## src/rtl/spi_pkg.sv

```systemverilog
// Shared SPI definitions: transfer geometry, baud FSM states and divisor helper.
// Used by the baud generator, shift register and controller.
package spi_pkg;

  localparam int DATA_BITS      = 8;
  localparam int HCNT_W         = 11;
  localparam int EDGES_PER_XFER = 2 * DATA_BITS;

  typedef enum logic {
    IDLE,
    RUN
  } baud_state_t;

  // Full SCLK period in PCLK cycles: (sppr+1) * 2^(spr+1).
  function automatic logic [11:0] baud_div(input logic [2:0] sppr, input logic [2:0] spr);
    logic [11:0] base;
    base = {9'd0, sppr} + 12'd1;
    return base << ({1'b0, spr} + 4'd1);
  endfunction

endpackage

```

## src/rtl/spi_half_period_counter.sv

```systemverilog
// Half-period timer: counts enabled PCLK cycles and pulses tc on the last
// cycle of each half period, wrapping to zero.
module spi_half_period_counter #(
  parameter int HCNT_W = 11
) (
  input  logic              PCLK,
  input  logic              PRESET,
  input  logic              en,
  input  logic              clr,
  input  logic [HCNT_W-1:0] h,
  output logic              tc
);

  localparam logic [HCNT_W-1:0] ONE = {{(HCNT_W-1){1'b0}}, 1'b1};

  logic [HCNT_W-1:0] hcnt;

  assign tc = en && (hcnt == (h - ONE));

  always_ff @(posedge PCLK or posedge PRESET) begin
    if (PRESET) begin
      hcnt <= '0;
    end else if (clr || tc) begin
      hcnt <= '0;
    end else if (en) begin
      hcnt <= hcnt + ONE;
    end
  end

endmodule

```

## src/rtl/spi_baud_generator.sv

```systemverilog
// SPI master SCLK generator: divides PCLK, drives SCLK with CPOL and emits
// shift/sample strobes on the SCLK edges selected by CPHA.
module spi_baud_generator
  import spi_pkg::*;
#(
  parameter int DATA_BITS = spi_pkg::DATA_BITS,
  parameter int HCNT_W    = spi_pkg::HCNT_W
) (
  input  logic        PCLK,
  input  logic        PRESET,
  input  logic        start,
  input  logic        abort,
  input  logic        spi_stop,
  input  logic        cpol,
  input  logic        cpha,
  input  logic [2:0]  sppr,
  input  logic [2:0]  spr,
  output logic        sclk,
  output logic        shift_event,
  output logic        sample_event,
  output logic        busy,
  output logic        done,
  output logic [11:0] baud_divisor
);

  localparam int EDGES  = 2 * DATA_BITS;
  localparam int EDGE_W = $clog2(EDGES + 1);
  localparam logic [EDGE_W-1:0] LAST_EDGE = EDGE_W'(EDGES);
  localparam logic [EDGE_W-1:0] EDGE_ONE  = EDGE_W'(1);
  localparam logic [HCNT_W-1:0] HCNT_ONE  = {{(HCNT_W-1){1'b0}}, 1'b1};

  baud_state_t       state;
  logic [EDGE_W-1:0] edge_cnt;
  logic [EDGE_W-1:0] edge_nxt;
  logic [HCNT_W-1:0] h_new;
  logic [HCNT_W-1:0] h_l;
  logic              cpha_l;
  logic              accept;
  logic              cnt_en;
  logic              cnt_clr;
  logic              tc;
  logic              leading;

  assign baud_divisor = baud_div(sppr, spr);
  assign h_new        = ({{(HCNT_W-3){1'b0}}, sppr} + HCNT_ONE) << spr;

  assign accept   = (state == IDLE) && start && !abort;
  // Stop counting once the final edge is out so the completion cycle is clean.
  assign cnt_en   = (state == RUN) && !spi_stop && (edge_cnt != LAST_EDGE);
  assign cnt_clr  = (state == IDLE) || abort;
  assign edge_nxt = edge_cnt + EDGE_ONE;
  assign leading  = edge_nxt[0];

  spi_half_period_counter #(
    .HCNT_W (HCNT_W)
  ) u_hcnt (
    .PCLK   (PCLK),
    .PRESET (PRESET),
    .en     (cnt_en),
    .clr    (cnt_clr),
    .h      (h_l),
    .tc     (tc)
  );

  // Transfer configuration is captured at start and ignores live changes.
  always_ff @(posedge PCLK) begin
    if (accept) begin
      h_l    <= h_new;
      cpha_l <= cpha;
    end
  end

  always_ff @(posedge PCLK or posedge PRESET) begin
    if (PRESET) begin
      state        <= IDLE;
      edge_cnt     <= '0;
      sclk         <= 1'b0;
      shift_event  <= 1'b0;
      sample_event <= 1'b0;
      busy         <= 1'b0;
      done         <= 1'b0;
    end else begin
      shift_event  <= 1'b0;
      sample_event <= 1'b0;
      done         <= 1'b0;
      case (state)
        IDLE: begin
          sclk <= cpol;
          if (accept) begin
            state    <= RUN;
            busy     <= 1'b1;
            edge_cnt <= '0;
          end
        end
        RUN: begin
          if (abort) begin
            state    <= IDLE;
            busy     <= 1'b0;
            sclk     <= cpol;
            edge_cnt <= '0;
          end else if (!spi_stop) begin
            if (edge_cnt == LAST_EDGE) begin
              state    <= IDLE;
              busy     <= 1'b0;
              done     <= 1'b1;
              edge_cnt <= '0;
            end else if (tc) begin
              sclk     <= ~sclk;
              edge_cnt <= edge_nxt;
              // Odd edges lead; the first lead (CPHA=1) and last trail (CPHA=0) never shift.
              if (cpha_l) begin
                shift_event  <= leading && (edge_nxt != EDGE_ONE);
                sample_event <= !leading;
              end else begin
                sample_event <= leading;
                shift_event  <= !leading && (edge_nxt != LAST_EDGE);
              end
            end
          end
        end
        default: state <= IDLE;
      endcase
    end
  end

endmodule
```

## config.mk

```make
export PLATFORM = sky130hd
export DESIGN_NAME = spi_baud_generator
export DESIGN_NICKNAME = d
export VERILOG_FILES = /design/src/rtl/spi_pkg.sv /design/src/rtl/spi_half_period_counter.sv /design/src/rtl/spi_baud_generator.sv
export SDC_FILE = /design/constraint.sdc
export NUM_CORES = 1
export LEC_CHECK = 0
export BUFFER_PORTS_ARGS = -buffer_cell sky130_fd_sc_hd__clkbuf_2
export CAP_MARGIN = 30
export CORE_MARGIN = 2
export CORE_UTILIZATION = 40
export CTS_BUF_LIST = sky130_fd_sc_hd__clkbuf_16
export CTS_CLUSTER_SIZE = 30
export DETAILED_ROUTE_END_ITERATION = 8
export PLACE_DENSITY = 0.65
export SKIP_LAST_GASP = 1
export SYNTH_ARGS = -nofsm -noshare
export SYNTH_HDL_FRONTEND = slang
export SYNTH_SLANG_ARGS = --single-unit
```

## constraint.sdc

```tcl
create_clock -name PCLK -period 2.7 [get_ports PCLK]
set_clock_uncertainty 0.2 [all_clocks]
set_input_delay 0.27 -clock PCLK [delete_from_list [all_inputs] [get_ports PCLK]]
set_output_delay 0.27 -clock PCLK [all_outputs]
set_load 0.1 [all_outputs]
```

# [Word level (Yosys, flattened, before mapping)]
# Cells that the tools add are included.
# W data, S select, Z words.
[totals] regBits=34 inputBits=13 output_inout_bits=17 wordCells=86
[classes] addsub=6 n_eq_ne=11 shifts=2 mux=39 bitwise_logic=2 n_reduce_logical=16
[ops] op="$mux W1" n=28
[ops] op="$mux W5" n=5
[ops] op="$mux W11" n=2
[ops] op="$add A3 B1 Y4 const B" n=3
[ops] op="$shl A4 B4 Y12" n=1
[ops] op="$add A11 B1 Y11 const B" n=1
[ops] op="$eq A11 B11 Y1" n=1
[ops] op="$shl A4 B3 Y11" n=1
[ops] op="$sub A11 B1 Y11 const B" n=1
[ops] op="$ne A5 B5 Y1 const B" n=2
[ops] op="$pmux W5 S2" n=1
[ops] op="$reduce_and A3 Y1" n=3
[ops] op="$logic_and A1 B1 Y1" n=7
[ops] op="$ne A3 B2 Y1 const B" n=2
[ops] op="$ne A3 B3 Y1 const B" n=2
[ops] op="$pmux W1 S2" n=3
[ops] op="$add A5 B1 Y5 const B" n=1
[ops] op="$eq A5 B5 Y1 const B" n=1
[ops] op="$ne A5 B1 Y1 const B" n=1
[ops] op="$ne A4 B2 Y1 const B" n=1
[ops] op="$logic_not A1 Y1" n=3
[ops] op="$logic_or A1 B1 Y1" n=2
[ops] op="$ne A2 B2 Y1 const B" n=1
[ops] op="$not A1 Y1" n=2
[ops] op="$reduce_bool A2 Y1" n=1

# [Depth between registers and ports, before layout]
# Gate-level depths: netlist of the first run.
[logic_depth] word_depth=9 depth_mapped=10 ltp_nobuf=9

# [Modules after synthesis]
# Synthesis of the first run repeated with hierarchy kept, for this count alone.
[hier_totals] hier_cells=288 area_unflattened_um2=2578.7
[modules_own_cells] module="spi_baud_generator" n_inst=1 cells_per_inst=179 area_each_um2=1594.0 seq_area_each_um2=635.6
[modules_own_cells] module="spi_half_period_counter" n_inst=1 cells_per_inst=109 area_each_um2=984.7 seq_area_each_um2=275.3

# [Least setup slack after synthesis of the first run]
# OpenSTA, ideal clock, no wires.
[synth_timing] path_kind="in2out" startpoint="in sppr[0]" endpoint="out baud_divisor[6]" t_arrival_ns=3.392 required_time_ns=2.230 slack_ns=-1.162 stages=6 path_buffers=0 cell_sequence="ha_1 -> xor2_1 -> nor2_1 -> a21oi_1 -> a21oi_1 -> a211oi_1"
[synth_via] elab_chain_cells=2
[synth_lines] item="start: declaration" line="spi_baud_generator.sv:16" rtl="input logic [2:0] sppr,"
[synth_lines] item="$add A3 B1 Y4" line="spi_pkg.sv:17" rtl="base = {9'd0, sppr} + 12'd1;"
[synth_lines] item="$shl A4 B4 Y12" line="spi_pkg.sv:18" rtl="return base << ({1'b0, spr} + 4'd1);"
[synth_lines] item="end: declaration" line="spi_baud_generator.sv:23" rtl="output logic [11:0] baud_divisor"
# No other way between the ends.

# [Worst setup path in the final report of the first run]
[layout_timing] startpoint="reg h_l[3]" endpoint="reg edge_cnt[0]"
[layout_via] elab_chain_cells=5
[layout_lines] item="start: declaration" line="spi_baud_generator.sv:36" rtl="logic [HCNT_W-1:0] h_l;"
[layout_lines] item="start signal: assignment" line="spi_baud_generator.sv:68" rtl="h_l <= h_new;"
[layout_lines] item="$sub A11 B1 Y11" line="spi_half_period_counter.sv:18" rtl="assign tc = en && (hcnt == (h - ONE));"
[layout_lines] item="$eq A11 B11 Y1" line="spi_half_period_counter.sv:18"
[layout_lines] item="$logic_and A1 B1 Y1" line="spi_half_period_counter.sv:18"
[layout_lines] item="$ne A4 B2 Y1 (no source line)"
[layout_lines] item="$reduce_and A3 Y1 (no source line)"
[layout_lines] item="end signal: assignment" line="spi_baud_generator.sv:109" rtl="edge_cnt <= edge_nxt;"
[layout_lines] item="end: declaration" line="spi_baud_generator.sv:33" rtl="logic [EDGE_W-1:0] edge_cnt;"
# No other way between the ends.
# A chain may end at the register's enable or synchronous reset.

==> run metrics, run 1 <==
Leak=approximately 1.3 nW; register area share after synthesis=38.26%; status=completed; critical path type=register to register; initial antenna violation count=0; drt pass-1 iters=5; worst vdd ir=0.3647 mV; Syn Nets=290; critical path launch point type=register; TritonCTS clock tree=done; final cell count without fillers=between 300 and 400; clock sink count=34; Synth area leader=dfrtp_1; CTS buffer count=5; Nets=340; dpl hpwl=3995 µm; final setup violating endpoints=0; CP endpoint kind=register; core box area=between 5000 and 6000 µm²; ANT nets after route=0; YS warnings=0; vias per inst=5.241; max_cap viols=0; Power Total=around 1.6 mW; Slew @ Worst Pin=~0.9 ns; ranking of synthesized cells by area=dfrtp_1 23%, edfxtp_1 15%, xor2_1 6.3%; number of global-route vias before repair=just under 2000; # IOs=30; Die Y=around 81 µm; Final Hold Fails=0; die span in x=81.15 µm; global-route wire length before repair=9052 µm; # diodes=0; Avg Cell Area, Syn=8.851 µm²; layout cells sized above 1=roughly 28%; Syn Std Cell Area=2381 µm²; commonest non-fill, non-tap cell in the layout=nor2_1; GP Congestion=approximately 0.81; FMAX=371.1 MHz; Distinct cells, synth=51; power per cell area=501.6 nW/µm²; Critical Path RT=between 2 and 3 ns; initial DRC count=132; most frequent cells in the layout=32 x nor2_1, 23 x buf_4, 22 x dfrtp_1, 20 x nand2_1; clk_lat worst skew=around 0.28 ns; clk root buf=clkbuf_16; hold crit path type=input port to register; Final Cycle Share=99.80%; FP Rows=28; Synth top area share=23.12%; die area=6585 µm²; WL per Instance=approximately 13 µm; H-Tree Depth=2; clock buffer depth=2; Initial Utilization=about two fifths; DRC violations left=0; Reg clk slew, reported paths=0.05 ns; unrepaired setup endpoints after global routing=yes; Syn Inst Count=269; FF-to-FF setup slack=between 0.005 and 0.006 ns; Synth Flop Type=dfrtp_1; Post-synth EDFFs=12; setup slack after layout=0.005395 ns; fraction of registers with async set/reset=between 60% and 70%; final WL=5327 µm; Vias=2070; Seq cells post-synth=34; pre-CTS setup slack=-0.02038 ns; fin crit period=2.695 ns; Slew headroom=40.99%; max-slew violations=0; grt ovf=0; area delta synth->final=33.68%; Tot GR Track Use=between 15 and 20%; largest net degree at the start of global routing=23; port bufs=29; Placed Instances=approximately 380; critical path peak fanout=6; WP data arrival=approximately 2.7 ns
==> state kept, by name, indices dropped and copies added, names as in the netlist <==
register / count
done: 1
cpha_l: 1
u_hcnt.hcnt: 11
state: 1
edge_cnt: 5
sample_event: 1
shift_event: 1
sclk: 1
h_l: 11
busy: 1
==> cell usage after synthesis, types with 5 or more instances <==
master / n
nand2b_1: 10
nor3_1: 7
clkbuf_1: 7
nor2_1: 37
nor4_1: 5
o21ai_0: 7
a21oi_1: 12
nand4_1: 5
nand2_1: 22
xnor2_1: 11
nand3_1: 14
dfrtp_1: 22
inv_1: 11
edfxtp_1: 12
ha_1: 8
xor2_1: 17
==> final cells by class <==
type                            instances  area [µm²]
Fill cell                             502        2668
Timing Repair Buffer                   54       500.5
Multi-Input combinational cell        213        1476
Sequential cell                        34       910.9
Clock buffer                            6       150.1
Inverter                               11       41.29
Tap cell                               75       93.84
Clock inverter                          2       10.01
==> per-layer routing <==
metal  part of all wire [%]  global-route usage (%)  wire length, µm
met5                      0                       0                0
met3                    5.6                   5.000              300
met4                    1.4                   5.932               77
met1                     44                   21.64             2343
met2                     49                   29.42             2606
==> metrics by stage <==
stage / util [%] / TNS [ns] / cell area (µm²) / hold WS, ns
6_report: 54.41 / 0 / 3183 / 0.02109
5_1_grt: 54.41 / -1.062 / 3183 / 0.03993
4_1_cts: 53.83 / 0 / 3149 / 0.02219
3_5_place_dp: 49.87 / -0.02038 / 2918 / 0.2491
3_3_place_gp: 49.87 / 0 / 2918 / 0.2484
2_1_floorplan: - / -1.411 / 2424 / 0.05923
==> power breakdown <==
| part | total, mW | internal, mW | switching [mW] |
|---|---|---|---|
| clock network | 0.592 | 0.393 | 0.199 |
| logic | 0.437 | 0.145 | 0.292 |
| registers | 0.568 | 0.554 | 0.0134 |
==> logic make-up (layout without fill, tap and decap cells) <==
family | Yosys count | after routing | share of synthesized area (%)
mux | 7 | 7 | 3.100
fa+ha+maj | 8 | 8 | 4.204
flops | 34 | 34 | 38.26
xor+xnor | 28 | 28 | 10.30
compound gates | 45 | 45 | 12.56
simple gates | 125 | 125 | 27.85
buf+inv | 22 | 73 | 3.731
==> what timing repair did <==
action / 4_1_cts / 5_1_grt
gates resized for setup: 4 / 7
endpoints found under the setup margin: 1 / 19
pin swaps: 6 / 2
gates cloned: 0 / 0
hold buffers: 2 / 0
hold endpoints to repair: 23 / 0
setup buffers: 4 / 0
==> worst max-delay path: stages (launching register included) <==
cell      delay (ns)
edfxtp_1        0.38
or4_4           0.56
buf_4           0.17
or4_4           0.43
o32ai_4         0.11
nor2_2          0.09
nor4_4          0.17
buf_6           0.17
o21bai_4        0.07
mux2_2          0.25
==> worst paths after layout <==
| path | from | end | cells after the start |
|---|---|---|---|
| hold / removal | cpol | sclk | 3 |
| hold reg to reg | busy | busy | 1 |
| min in group asynchronous | PRESET | edge_cnt[4] | 3 |
| max in group asynchronous | PRESET | edge_cnt[3] | 3 |
| setup / recovery | h_l[3] | edge_cnt[0] | 9 |
| setup reg to reg | h_l[3] | edge_cnt[0] | 9 |
No activity file was read; power rests on OpenSTA's default activity.
==> inputs of run 2 (changes only) <==
--- a/config.mk
+++ b/config.mk
@@ -8,11 +8,11 @@
 export BUFFER_PORTS_ARGS = -buffer_cell sky130_fd_sc_hd__clkbuf_2
 export CAP_MARGIN = 30
 export CORE_MARGIN = 2
-export CORE_UTILIZATION = 40
+export CORE_UTILIZATION = 52
 export CTS_BUF_LIST = sky130_fd_sc_hd__clkbuf_16
-export CTS_CLUSTER_SIZE = 30
+export CTS_CLUSTER_SIZE = 25
 export DETAILED_ROUTE_END_ITERATION = 8
-export PLACE_DENSITY = 0.65
+export PLACE_DENSITY = 0.8
 export SKIP_LAST_GASP = 1
 export SYNTH_ARGS = -nofsm -noshare
 export SYNTH_HDL_FRONTEND = slang
==> run metrics, run 2 (synthesis gave the netlist of run 1 again) <==
status=complete, but fails checks; failing checks=negative setup slack; fin crit period=2.747 ns; Tot GR Track Use=22.75%; initial DRC count=112; critical path type=register to register; global-route wire length before repair=9225 µm; core box area=4384 µm²; layout cells sized above 1=26.96%; WL per Instance=15.16 µm; H-Tree Depth=2; max-slew violations=0; CTS buffer count=5; max_cap viols=0; # diodes=0; clock buffer depth=2; fillcell total=304; Placed Instances=359; Fin Hold WS=0.01558 ns; commonest non-fill, non-tap cell in the layout=nor2_1; clk root buf=clkbuf_16; Final Cycle Share=101.7%; initial antenna violation count=0; TritonCTS clock tree=done; biggest regs=h_l x11, u_hcnt.hcnt x11, edge_cnt x5; FMAX=364.0 MHz; hold crit path type=input port to register; Slew headroom=between 40% and 50%; Nets=339; setup slack after layout=-0.04716 ns; Initial Utilization=54.31%; Slew @ Worst Pin=0.8440 ns; clock sink count=34; Critical Path RT=2.66 ns; clk_lat worst skew=around 0.28 ns; final setup violating endpoints=15; Power Total=1.539 mW; # IOs=30; area delta synth->final=30.53%; Leak=1.325 nW; largest net degree at the start of global routing=23; drt pass-1 iters=5; die area=5136 µm²; Vias=between 2000 and 2500; critical path peak fanout=6; number of global-route vias before repair=2080; port bufs=29; pre-CTS setup slack=-0.07105 ns; most frequent cells in the layout=32 x nor2_1, 24 x buf_4, 22 x dfrtp_1, 20 x nand2_1; grt ovf=0; critical path launch point type=register; ANT nets after route=0; dpl hpwl=3942 µm; GP Congestion=between 0.8 and 0.9; final cell count without fillers=371; power per cell area=495.2 nW/µm²; post-route setup TNS=-0.3157 ns; worst vdd ir=0.4566 mV; CP endpoint kind=register; DRC violations left=0; Final Hold Fails=0; final WL=5623 µm; Reg clk slew, reported paths=0.05 ns; FP Rows=24; WP data arrival=2.71 ns; vias per inst=5.846; Die Y=71.67 µm; die span in x=71.67 µm; unrepaired setup endpoints after global routing=yes
run 2: metal layers:
layer / track usage (%) / wire length (µm) / vias up
met5: 0 / 0 / -
met4: 10.69 / 170 / 0
met3: 6.329 / 365 / 22
met1: 28.17 / 2315 / 1014
met2: 36.83 / 2772 / 77
li1: - / - / 1056
run 2: final timing paths:
kind / slack, ns / cells after the start / startpoint / endpoint
max: -0.05 / 8 / h_l[3] / edge_cnt[4]
max in group asynchronous: 1.29 / 3 / PRESET / busy
min: 0.02 / 3 / cpol / sclk
max reg2reg: -0.05 / 8 / h_l[3] / edge_cnt[4]
min reg2reg: 0.30 / 1 / busy / busy
min in group asynchronous: 0.49 / 3 / PRESET / u_hcnt.hcnt[2]
run 2: where the power goes:
group	leakage [nW]	internal (mW)	total, mW	switching (mW)
sequential	0.414	0.554	0.569	0.0142
combinational	0.837	0.142	0.434	0.292
clock	0.0748	0.334	0.536	0.202
run 2: cell type report:
class / instances / area [µm²] / area share [%]
clock buffer: 5 / 125.1 / 4.026
clock inverter: 3 / 13.76 / 0.4428
inverter: 11 / 41.29 / 1.329
multi-input combinational: 213 / 1475 / 47.46
sequential: 34 / 910.9 / 29.31
tap: 52 / 65.06 / 2.093
timing repair buffer: 53 / 476.7 / 15.34
run 2: metrics by stage:
step,cell area [µm²],utilization (%)
3_5_place_dp,2884,65.78
4_1_cts,3043,69.41
3_3_place_gp,2884,65.78
6_report,3108,70.89
2_1_floorplan,2424,-
5_1_grt,3108,70.89
run 2: repair_timing:
action	4_1_cts	5_1_grt
buffers inserted	1	2
hold endpoints to repair	23	0
gates resized for setup	0	10
pin swaps	5	5
hold buffers	2	0
endpoints found under the setup margin	19	19
run 2: worst max-delay path, cell delays in order (launching register included):
cell and delay, ns:
edfxtp_1 0.38, or4_4 0.58, or4_4 0.46, o32ai_4 0.13, nor2_2 0.09, nor4_4 0.29, buf_6 0.18, o21bai_4 0.07
a22o_1 0.26
==> inputs of run 3 (changes only) <==
--- a/config.mk
+++ b/config.mk
@@ -5,14 +5,16 @@
 export SDC_FILE = /design/constraint.sdc
 export NUM_CORES = 1
 export LEC_CHECK = 0
+export ABC_AREA = 1
 export BUFFER_PORTS_ARGS = -buffer_cell sky130_fd_sc_hd__clkbuf_2
 export CAP_MARGIN = 30
 export CORE_MARGIN = 2
-export CORE_UTILIZATION = 52
+export CORE_UTILIZATION = 53
 export CTS_BUF_LIST = sky130_fd_sc_hd__clkbuf_16
 export CTS_CLUSTER_SIZE = 25
 export DETAILED_ROUTE_END_ITERATION = 8
-export PLACE_DENSITY = 0.8
+export PLACE_DENSITY = 0.81
+export REMOVE_ABC_BUFFERS = 1
 export SKIP_LAST_GASP = 1
 export SYNTH_ARGS = -nofsm -noshare
 export SYNTH_HDL_FRONTEND = slang
==> run metrics, run 3 <==
Seq cells post-synth=34; clk root buf=clkbuf_16; hold crit path type=input port to register; Critical Path RT=2.66 ns; r2r endpoint=edge_cnt[2]; CP most frequent cell=nand2_1; WL per Instance=11.86 µm; grt ovf=0; FF-to-FF setup slack=between 0.3 and 0.4 ns; fraction of registers with async set/reset=64.71%; FMAX=approximately 420 MHz; top-count cell post-synth=nand2_1; Crit-path slowest cell=dfrtp_1; Nets=416; postcts setup bufs=0; initial DRC count=114; Die Y=between 70 and 80 µm; max_cap viols=0; biggest regs=h_l x11, u_hcnt.hcnt x11, edge_cnt x5; final setup violating endpoints=0; Reg clk slew, reported paths=0.05 ns; Final Hold Fails=0; post-route setup TNS=0 ns; Syn Inst Count=358; Slew @ Worst Pin=0.8440 ns; layout cells sized above 1=14.39%; DRC violations left=0; Final Cycle Share=87.53%; Hold Path Depth=2; YS warnings=0; Synth Flop Type=dfrtp_1; TritonCTS clock tree=done; area delta synth->final=14.95%; critical path launch point type=register; Slew headroom=43.67%; fillcell total=386; pre-CTS setup slack=0.3660 ns; Power Total=1.530 mW; Commonest cells post-synth=93 x nand2_1, 58 x inv_1, 45 x nor2_1, 32 x nand3_1, 22 x dfrtp_1; worst path cell trace=inv_1 > ha_1 > nand2_1 > inv_1 > a21oi_4 > nand3_2 > nor2_2 > nand2_1 > nor2_4 > nand3_4 > nand2_4 > nand2_4 > nand2_1 > nand2_1; register area share after synthesis=around 37%; critical path type=register to register; Syn Std Cell Area=2494 µm²; clk_lat worst skew=between 0.2 and 0.3 ns; global-route wire length before repair=around 9200 µm; Layout Utilization=64.50%; die area=around 5300 µm²; Post-synth EDFFs=12; commonest non-fill, non-tap cell in the layout=nand2_1; setup slack after layout=0.3366 ns; final cell count without fillers=approximately 450; status=completed; fin crit period=2.363 ns; final WL=5312 µm; clock sink count=34; core box area=4444 µm²; dpl hpwl=4168 µm; clock buffer depth=2; WP data arrival=2.32 ns; Vias=2339; CP endpoint kind=register; largest net degree at the start of global routing=23; die span in x=72.59 µm; # IOs=30; port bufs=29; # diodes=0; CTS buffer count=5; power per cell area=533.9 nW/µm²; WHS Endpoint=sample_event; H-Tree Depth=2; R2R cell count=14; hold_sp=abort; ANT nets after route=0; Placed Instances=approximately 440; Initial Utilization=56.11%; max-slew violations=0; vias per inst=5.221; Leak=1.439 nW; drt pass-1 iters=4; worst vdd ir=~0.54 mV; Distinct cells, synth=27; post-cts resize count=0; GP Congestion=0.8684; FF-to-FF Start=edge_cnt[0]; most frequent cells in the layout=93 x nand2_1, 59 x inv_1, 45 x nor2_1, 32 x nand3_1, 26 x clkbuf_2; CP max stage delay=approximately 0.48 ns; Synth area leader=dfrtp_1; critical path peak fanout=8; initial antenna violation count=0; Synth top area share=22.08%; unrepaired setup endpoints after global routing=no; number of global-route vias before repair=2055; Avg Cell Area, Syn=6.965 µm²; Tot GR Track Use=22.22%; FP Rows=24; ranking of synthesized cells by area=dfrtp_1 22%, edfxtp_1 14%, nand2_1 14%
-- run 3: kinds of logic (layout without fill, tap and decap cells) --
family,count (synthesis),count (layout),share of synthesized area [%]
AND/OR/NAND/NOR,202,202,36.48
flip-flops,34,34,36.53
adder cells (fa/ha/maj),8,8,4.014
AO/OA/AOI/OAI,37,37,8.680
XOR/XNOR,13,13,4.566
buffers and inverters,64,102,9.734
-- run 3: critical path, delay by kind of cell, from the launching register on --
family / cells / cell delay [ns]
flip-flops: 1 / 0.48
AO/OA/AOI/OAI: 1 / 0.19
buffers and inverters: 2 / 0.20
AND/OR/NAND/NOR: 10 / 0.97
adder cells (fa/ha/maj): 1 / 0.21
-- run 3: power breakdown --
group	internal (mW)	total [mW]	switching [mW]
logic	0.0888	0.429	0.340
registers	0.561	0.579	0.0176
clock network	0.332	0.523	0.191
total	0.982	1.53	0.548
-- run 3: metrics by stage --
stage	area [µm²]	hold slack, ns
floorplan	2484	0.05923
global placement	2709	0.2533
detailed placement	2709	0.2496
CTS	2867	0.02777
global route	2867	0.05806
finish	2867	0.03261
-- run 3: metal layers --
metal	part of all wire, %	up-vias	routed length [µm]	GRT usage [%]
met5	0	-	0	0
met4	2.4	0	126	9.053
met3	4.8	11	256	3.177
met2	46	68	2464	35.66
met1	46	1039	2465	30.28
li1	-	1221	-	-
-- run 3: what timing repair did --
action                                 CTS  global route
setup endpoints to repair                0             0
endpoints found under the hold margin   23             0
hold buffers                             2             0
-- run 3: cell type report --
cell class	count	area (µm²)	area share [%]
tap	52	65.06	2.270
clock buffer	5	125.1	4.365
multi-input combinational	260	1340	46.75
inverter	62	232.7	8.119
sequential	34	910.9	31.78
timing repair buffer	32	180.2	6.285
clock inverter	3	12.51	0.4365
-- run 3: worst max path at each step --
stage | from | endpoint | slack, ns
detailed placement | spr[1] | baud_divisor[7] | 0.37
floorplan | sppr[0] | baud_divisor[10] | -0.84
CTS | edge_cnt[0] | edge_cnt[2] | 0.35
global route | spr[2] | baud_divisor[10] | 0.13
finish | edge_cnt[0] | edge_cnt[2] | 0.34
global placement | sppr[0] | baud_divisor[10] | 0.39
